### config.mk
export PLATFORM = sky130hd
export DESIGN_NAME = dpram_port_arbiter
export DESIGN_NICKNAME = d
export VERILOG_FILES = /design/src/rtl/dpram_port_arbiter.sv
export SDC_FILE = /design/constraint.sdc
export NUM_CORES = 1
export LEC_CHECK = 0
export CAP_MARGIN = 25
export CORE_MARGIN = 5
export CORE_UTILIZATION = 37
export DETAILED_ROUTE_END_ITERATION = 8
export PLACE_DENSITY = 0.94
export SLEW_MARGIN = 25
export SYNTH_ARGS = -nofsm -noshare
export SYNTH_HDL_FRONTEND = slang
export SYNTH_SLANG_ARGS = --single-unit
### constraint.sdc
create_clock -name clk -period 4.3 [get_ports clk]
set_input_delay 1.29 -clock clk [delete_from_list [all_inputs] [get_ports clk]]
set_output_delay 1.29 -clock clk [all_outputs]
set_load 0.02 [all_outputs]
### src/rtl/dpram_port_arbiter.sv
// Front-end for a true dual-port RAM. After reset it clears every location, then
// serves two req/gnt requesters, splitting same-address write collisions by rotating priority.
module dpram_port_arbiter #(
  parameter int DATA_W = 4,
  parameter int DEPTH  = 8
) (
  input  logic                     clk,
  input  logic                     rst,
  input  logic                     a_req,
  input  logic                     b_req,
  input  logic                     a_rw,
  input  logic                     b_rw,
  input  logic [$clog2(DEPTH)-1:0] a_addr,
  input  logic [$clog2(DEPTH)-1:0] b_addr,
  input  logic [DATA_W-1:0]        a_wdata,
  input  logic [DATA_W-1:0]        b_wdata,
  output logic                     a_gnt,
  output logic                     b_gnt,
  output logic                     a_rvalid,
  output logic                     b_rvalid,
  output logic [DATA_W-1:0]        a_rdata,
  output logic [DATA_W-1:0]        b_rdata,
  output logic                     init_done,
  output logic [7:0]               wr_conflicts,
  output logic                     ram_a_rw,
  output logic                     ram_b_rw,
  output logic [$clog2(DEPTH)-1:0] ram_a_w_addr,
  output logic [$clog2(DEPTH)-1:0] ram_b_w_addr,
  output logic [$clog2(DEPTH)-1:0] ram_a_r_addr,
  output logic [$clog2(DEPTH)-1:0] ram_b_r_addr,
  output logic [DATA_W-1:0]        ram_a_indata,
  output logic [DATA_W-1:0]        ram_b_indata,
  input  logic [DATA_W-1:0]        ram_a_outdata,
  input  logic [DATA_W-1:0]        ram_b_outdata
);

  localparam int AW = $clog2(DEPTH);
  localparam int KW = (DEPTH > 2) ? $clog2(DEPTH / 2) : 1;
  localparam logic [KW-1:0] K_LAST = KW'(DEPTH / 2 - 1);

  typedef enum logic {S_INIT, S_RUN} state_t;

  state_t        state;
  logic [KW-1:0] k;
  logic          prio_b;
  logic [7:0]    conflicts;
  logic          a_vld_p1;
  logic          b_vld_p1;
  logic          run;
  logic          conflict_p0;
  logic [AW-1:0] init_even;
  logic [AW-1:0] init_odd;

  function automatic logic [7:0] sat_inc8(input logic [7:0] v);
    return (v == 8'hFF) ? v : v + 8'd1;
  endfunction

  assign run       = (state == S_RUN);
  assign init_even = AW'({k, 1'b0});
  assign init_odd  = AW'({k, 1'b1});

  // Stage p0: arbitration and RAM port drive, all combinational from the request fields
  always_comb begin
    conflict_p0 = run && a_req && b_req && a_rw && b_rw && (a_addr == b_addr);
    a_gnt       = run && a_req && !(conflict_p0 && prio_b);
    b_gnt       = run && b_req && !(conflict_p0 && !prio_b);
    if (run) begin
      // A losing or idle port still presents its address as a harmless read
      ram_a_rw     = a_gnt && a_rw;
      ram_a_w_addr = a_addr;
      ram_a_r_addr = a_addr;
      ram_a_indata = a_wdata;
      ram_b_rw     = b_gnt && b_rw;
      ram_b_w_addr = b_addr;
      ram_b_r_addr = b_addr;
      ram_b_indata = b_wdata;
    end else begin
      ram_a_rw     = 1'b1;
      ram_a_w_addr = init_even;
      ram_a_r_addr = init_even;
      ram_a_indata = '0;
      ram_b_rw     = 1'b1;
      ram_b_w_addr = init_odd;
      ram_b_r_addr = init_odd;
      ram_b_indata = '0;
    end
  end

  // Stage p1: sweep/run sequencing, priority rotation, collision count, read strobes
  always_ff @(posedge clk or posedge rst) begin
    if (rst) begin
      state     <= S_INIT;
      k         <= '0;
      prio_b    <= 1'b0;
      conflicts <= '0;
      a_vld_p1  <= 1'b0;
      b_vld_p1  <= 1'b0;
    end else begin
      a_vld_p1 <= a_gnt && !a_rw;
      b_vld_p1 <= b_gnt && !b_rw;
      case (state)
        S_INIT: begin
          k <= k + 1'b1;
          if (k == K_LAST) state <= S_RUN;
        end
        S_RUN: begin
          if (conflict_p0) begin
            prio_b    <= !prio_b;
            conflicts <= sat_inc8(conflicts);
          end
        end
        default: state <= S_INIT;
      endcase
    end
  end

  assign init_done    = run;
  assign wr_conflicts = conflicts;
  assign a_rvalid     = a_vld_p1;
  assign b_rvalid     = b_vld_p1;
  assign a_rdata      = ram_a_outdata;
  assign b_rdata      = ram_b_outdata;

endmodule

==> results.sh <==
export IMPL_critPathCaptureType="output pin"
export IMPL_multi_input_area_um2=517
export IMPL_grt_pass1_wl_um=4160
export IMPL_worstHoldStart="k[0]"
export IMPL_p_int_mw=0.255
export IMPL_die_y_um=61.5
export IMPL_p_total_mw=0.360
export IMPL_cp_buffers_inverters=3
export IMPL_die_width_um=61.5
export IMPL_core_mm2=0.00250
export IMPL_cts_setup_buffers=0
export IMPL_gr_total_overflow=0
export IMPL_post_route_cells_drive_above_1_share=0.161
export IMPL_power_density_mw_per_mm2=229
export IMPL_critPathKind="in2out"
export IMPL_slew_viol_final=0
export IMPL_cp_data_required_time_ps=3010
export IMPL_cts_resized=4
export IMPL_hold_end="k[0]"
export IMPL_min_delay_path_depth=1
export IMPL_p_sw_mw=0.104
export IMPL_worstSkewPairLatency_ps=270
export IMPL_hold_viol=0
export IMPL_via_per_inst=4.76
export IMPL_maxCapViolations=0
export IMPL_drt_pass1_iterations=4
export IMPL_rsz0062_at_grt="false"
export IMPL_syn_to_final_growth_pct=60.1
export IMPL_routed_wl_um=2610
export IMPL_synth_compound_area_frac=0.0344
export IMPL_clock_skew_ps=2.05
export IMPL_antenna_left=0
export IMPL_track_usage=0.146
export IMPL_io_pins=71
export IMPL_post_drt_wl_per_cell_um=14.1
export IMPL_htree_levels=1
export IMPL_p_comb_frac=0.333
export IMPL_max_freq_mhz=239
export IMPL_relSlewSlack=0.617
export IMPL_n_antenna_cell=0
export IMPL_critPathArrivalTime_ps=2890
export IMPL_gp_congestion=0.926
export IMPL_syn_cell_area_um2=981
export IMPL_p_sw_frac=0.290
export IMPL_nets=186
export IMPL_r2r_setup_slack_ps=2160
export IMPL_synth_xor_area_frac=0.0893
export IMPL_path_delay_family="buffers and inverters"
export IMPL_p_clk_frac=0.251
export IMPL_setup_viol=0
export IMPL_vias=881
export IMPL_cts_sinks=14
export IMPL_post_place_ws_ps=-123
export IMPL_clkTransAtPathRegs_ps=80
export IMPL_irDropWorstVdd_mv=0.135
export IMPL_ys_ff_latch=14
export IMPL_ys_seq_area_frac=0.357
export IMPL_crit_path_start_kind="input pin"
export IMPL_rows=18
export IMPL_start_util=0.392
export IMPL_hp_class="reg2reg"
export IMPL_yosys_warnings=0
export IMPL_worst_pin_slew_ps=574
export IMPL_reg2reg_depth=6
export IMPL_cp_slowest_cell="clkdlybuf4s50_1"
export IMPL_synth_edf_count=0
export IMPL_grt_max_degree=25
export IMPL_synthArstFlopShare=1.00
export IMPL_synth_top_family_by_area="simple AND/OR/NAND/NOR gates"
export IMPL_synth_ff_type="dfrtp_1"
export IMPL_synth_simple_gate_area_frac=0.318
export IMPL_syn_inst=104
export IMPL_r2r_start="init_done"
export IMPL_power_frac_seq=0.416
export IMPL_synth_distinct_cells=28
export IMPL_die_area_mm2=0.00378
export IMPL_postCtsHoldBufs=0
export IMPL_avgSynthCellArea_um2=9.43
export IMPL_cts_buffers=3
export IMPL_portBuffers=54
export IMPL_leakagePower_nw=0.718
export IMPL_setup_ws_ps=121
export IMPL_grt_pass1_vias=915
export IMPL_syn_num_nets=134
export IMPL_slowest_delay_ps=500
export IMPL_fill_cells=186
export IMPL_drtIter0Drc=48
export IMPL_synthAdderAreaFrac=0.0255
export IMPL_timing_final_crit_share=0.972
export IMPL_status="complete, no violations"
export IMPL_crit_fanout=3
export IMPL_regArea_um2=350
export IMPL_clk_path_buf_depth=2
export IMPL_min_period_ps=4180
export IMPL_root_buffer="clkbuf_4"
export IMPL_antenna_found_initial=0
export IMPL_r2r_end="wr_conflicts[1]"
export IMPL_synthMuxAreaShare=0.0344
export IMPL_crit_chain="clkdlybuf4s50_1 -> nand2_1 -> or2_1 -> buf_4 -> nor2_1 -> a21oi_1 -> dlygate4sd2_1"
export IMPL_cts_tree="done"
export IMPL_drc=0
export IMPL_dp_hpwl_um=2210
[logic make-up (layout without fill, tap and decap cells)]
| family | count (synthesis) | count (layout) |
|---|---|---|
| buffers and inverters | 21 | 72 |
| and+or+nand+nor | 49 | 49 |
| adders and majority gates | 2 | 2 |
| muxes | 3 | 3 |
| xor gates and xnor gates | 10 | 10 |
| DFF | 14 | 14 |
| AOI/OAI and AO/OA | 5 | 5 |
[power by group through the flow]
stage          registers [mW]  clock network, mW  logic, mW
6_report                0.150             0.0903      0.120
5_1_grt                 0.150              0.103      0.128
4_1_cts                 0.149             0.0953      0.119
3_5_place_dp            0.151                  0      0.120
3_3_place_gp            0.150                  0      0.115
2_1_floorplan           0.157                  0     0.0597
[routing by layer]
| metal | wire length (µm) | track usage |
|---|---|---|
| met5 | 0 | 0 |
| met2 | 1340 | 0.272 |
| met1 | 962 | 0.156 |
| met3 | 310 | 0.0503 |
| met4 | 4 | 0.0333 |
[worst max path at each step]
| stage | startpoint | end | slack, ps | cells after the start |
|---|---|---|---|---|
| after floorplan | b_addr[2] | ram_b_rw | 710 | 4 |
| after global placement | a_req | ram_b_rw | -60 | 6 |
| final | a_req | a_gnt | 120 | 7 |
| after CTS | b_addr[1] | b_gnt | 20 | 6 |
| after global routing | a_req | ram_a_rw | 60 | 6 |
| after detailed placement | a_req | ram_b_rw | -120 | 6 |
[synth_stat cells (2+ instances only)]
cell type   n  area [µm²]
nor4_4      2        42.5
dfrtp_1    14         350
and2_1      9        56.3
ha_1        2        25.0
nor4_2      2        25.0
nand3_1     5        25.0
nand4_1     2        12.5
clkbuf_1    2        7.51
xor2_1      5        43.8
nor3_1      3        15.0
inv_1       4        15.0
nand2_1    14        52.6
buf_4      14         105
nand2b_1    4        25.0
nor2_1      3        11.3
or2_1       2        12.5
xnor2_1     5        43.8
mux2_1      2        22.5
[per-stage QoR]
stage / util / hold WS, ps / TNS (ps) / area [µm²] / std cells
finish: 0.628 / 516 / 0 / 1570 / 185
floorplan: - / 474 / 0 / 981 / 104
global route: 0.628 / 537 / 0 / 1570 / 185
global placement: 0.604 / 492 / -97.7 / 1510 / 181
detailed placement: 0.604 / 501 / -351 / 1510 / 181
CTS: 0.619 / 516 / 0 / 1550 / 185
[final cells by class]
| cell class | count | area share |
|---|---|---|
| clock buffer | 4 | 0.0231 |
| tap | 30 | 0.0239 |
| sequential | 14 | 0.223 |
| multi-input combinational | 69 | 0.329 |
| timing repair buffer | 64 | 0.391 |
| inverter | 4 | 0.00956 |
[cells in the final DEF, fill, tap and decap left out, types with 2 or more instances in the layout]
cell,count
clkdlybuf4s50_1,50
nand2_1,14
dfrtp_1,14
buf_4,10
and2_1,9
xor2_1,5
nand3_1,4
inv_1,4
nand2b_1,4
xnor2_1,3
nor2_1,3
clkbuf_4,3
dlygate4sd2_1,3
nand4_1,2
or2_1,2
xnor2_2,2
mux2_1,2
nor3_1,2
nor4_2,2
nor4_4,2
ha_1,2
[registers in the layout, indices dropped and copies added, names as in the netlist]
| name | cells |
|---|---|
| prio_b | 1 |
| wr_conflicts | 8 |
| init_done | 1 |
| a_rvalid | 1 |
| k | 2 |
| b_rvalid | 1 |
Note: power is estimated with default switching activity, not from simulation.
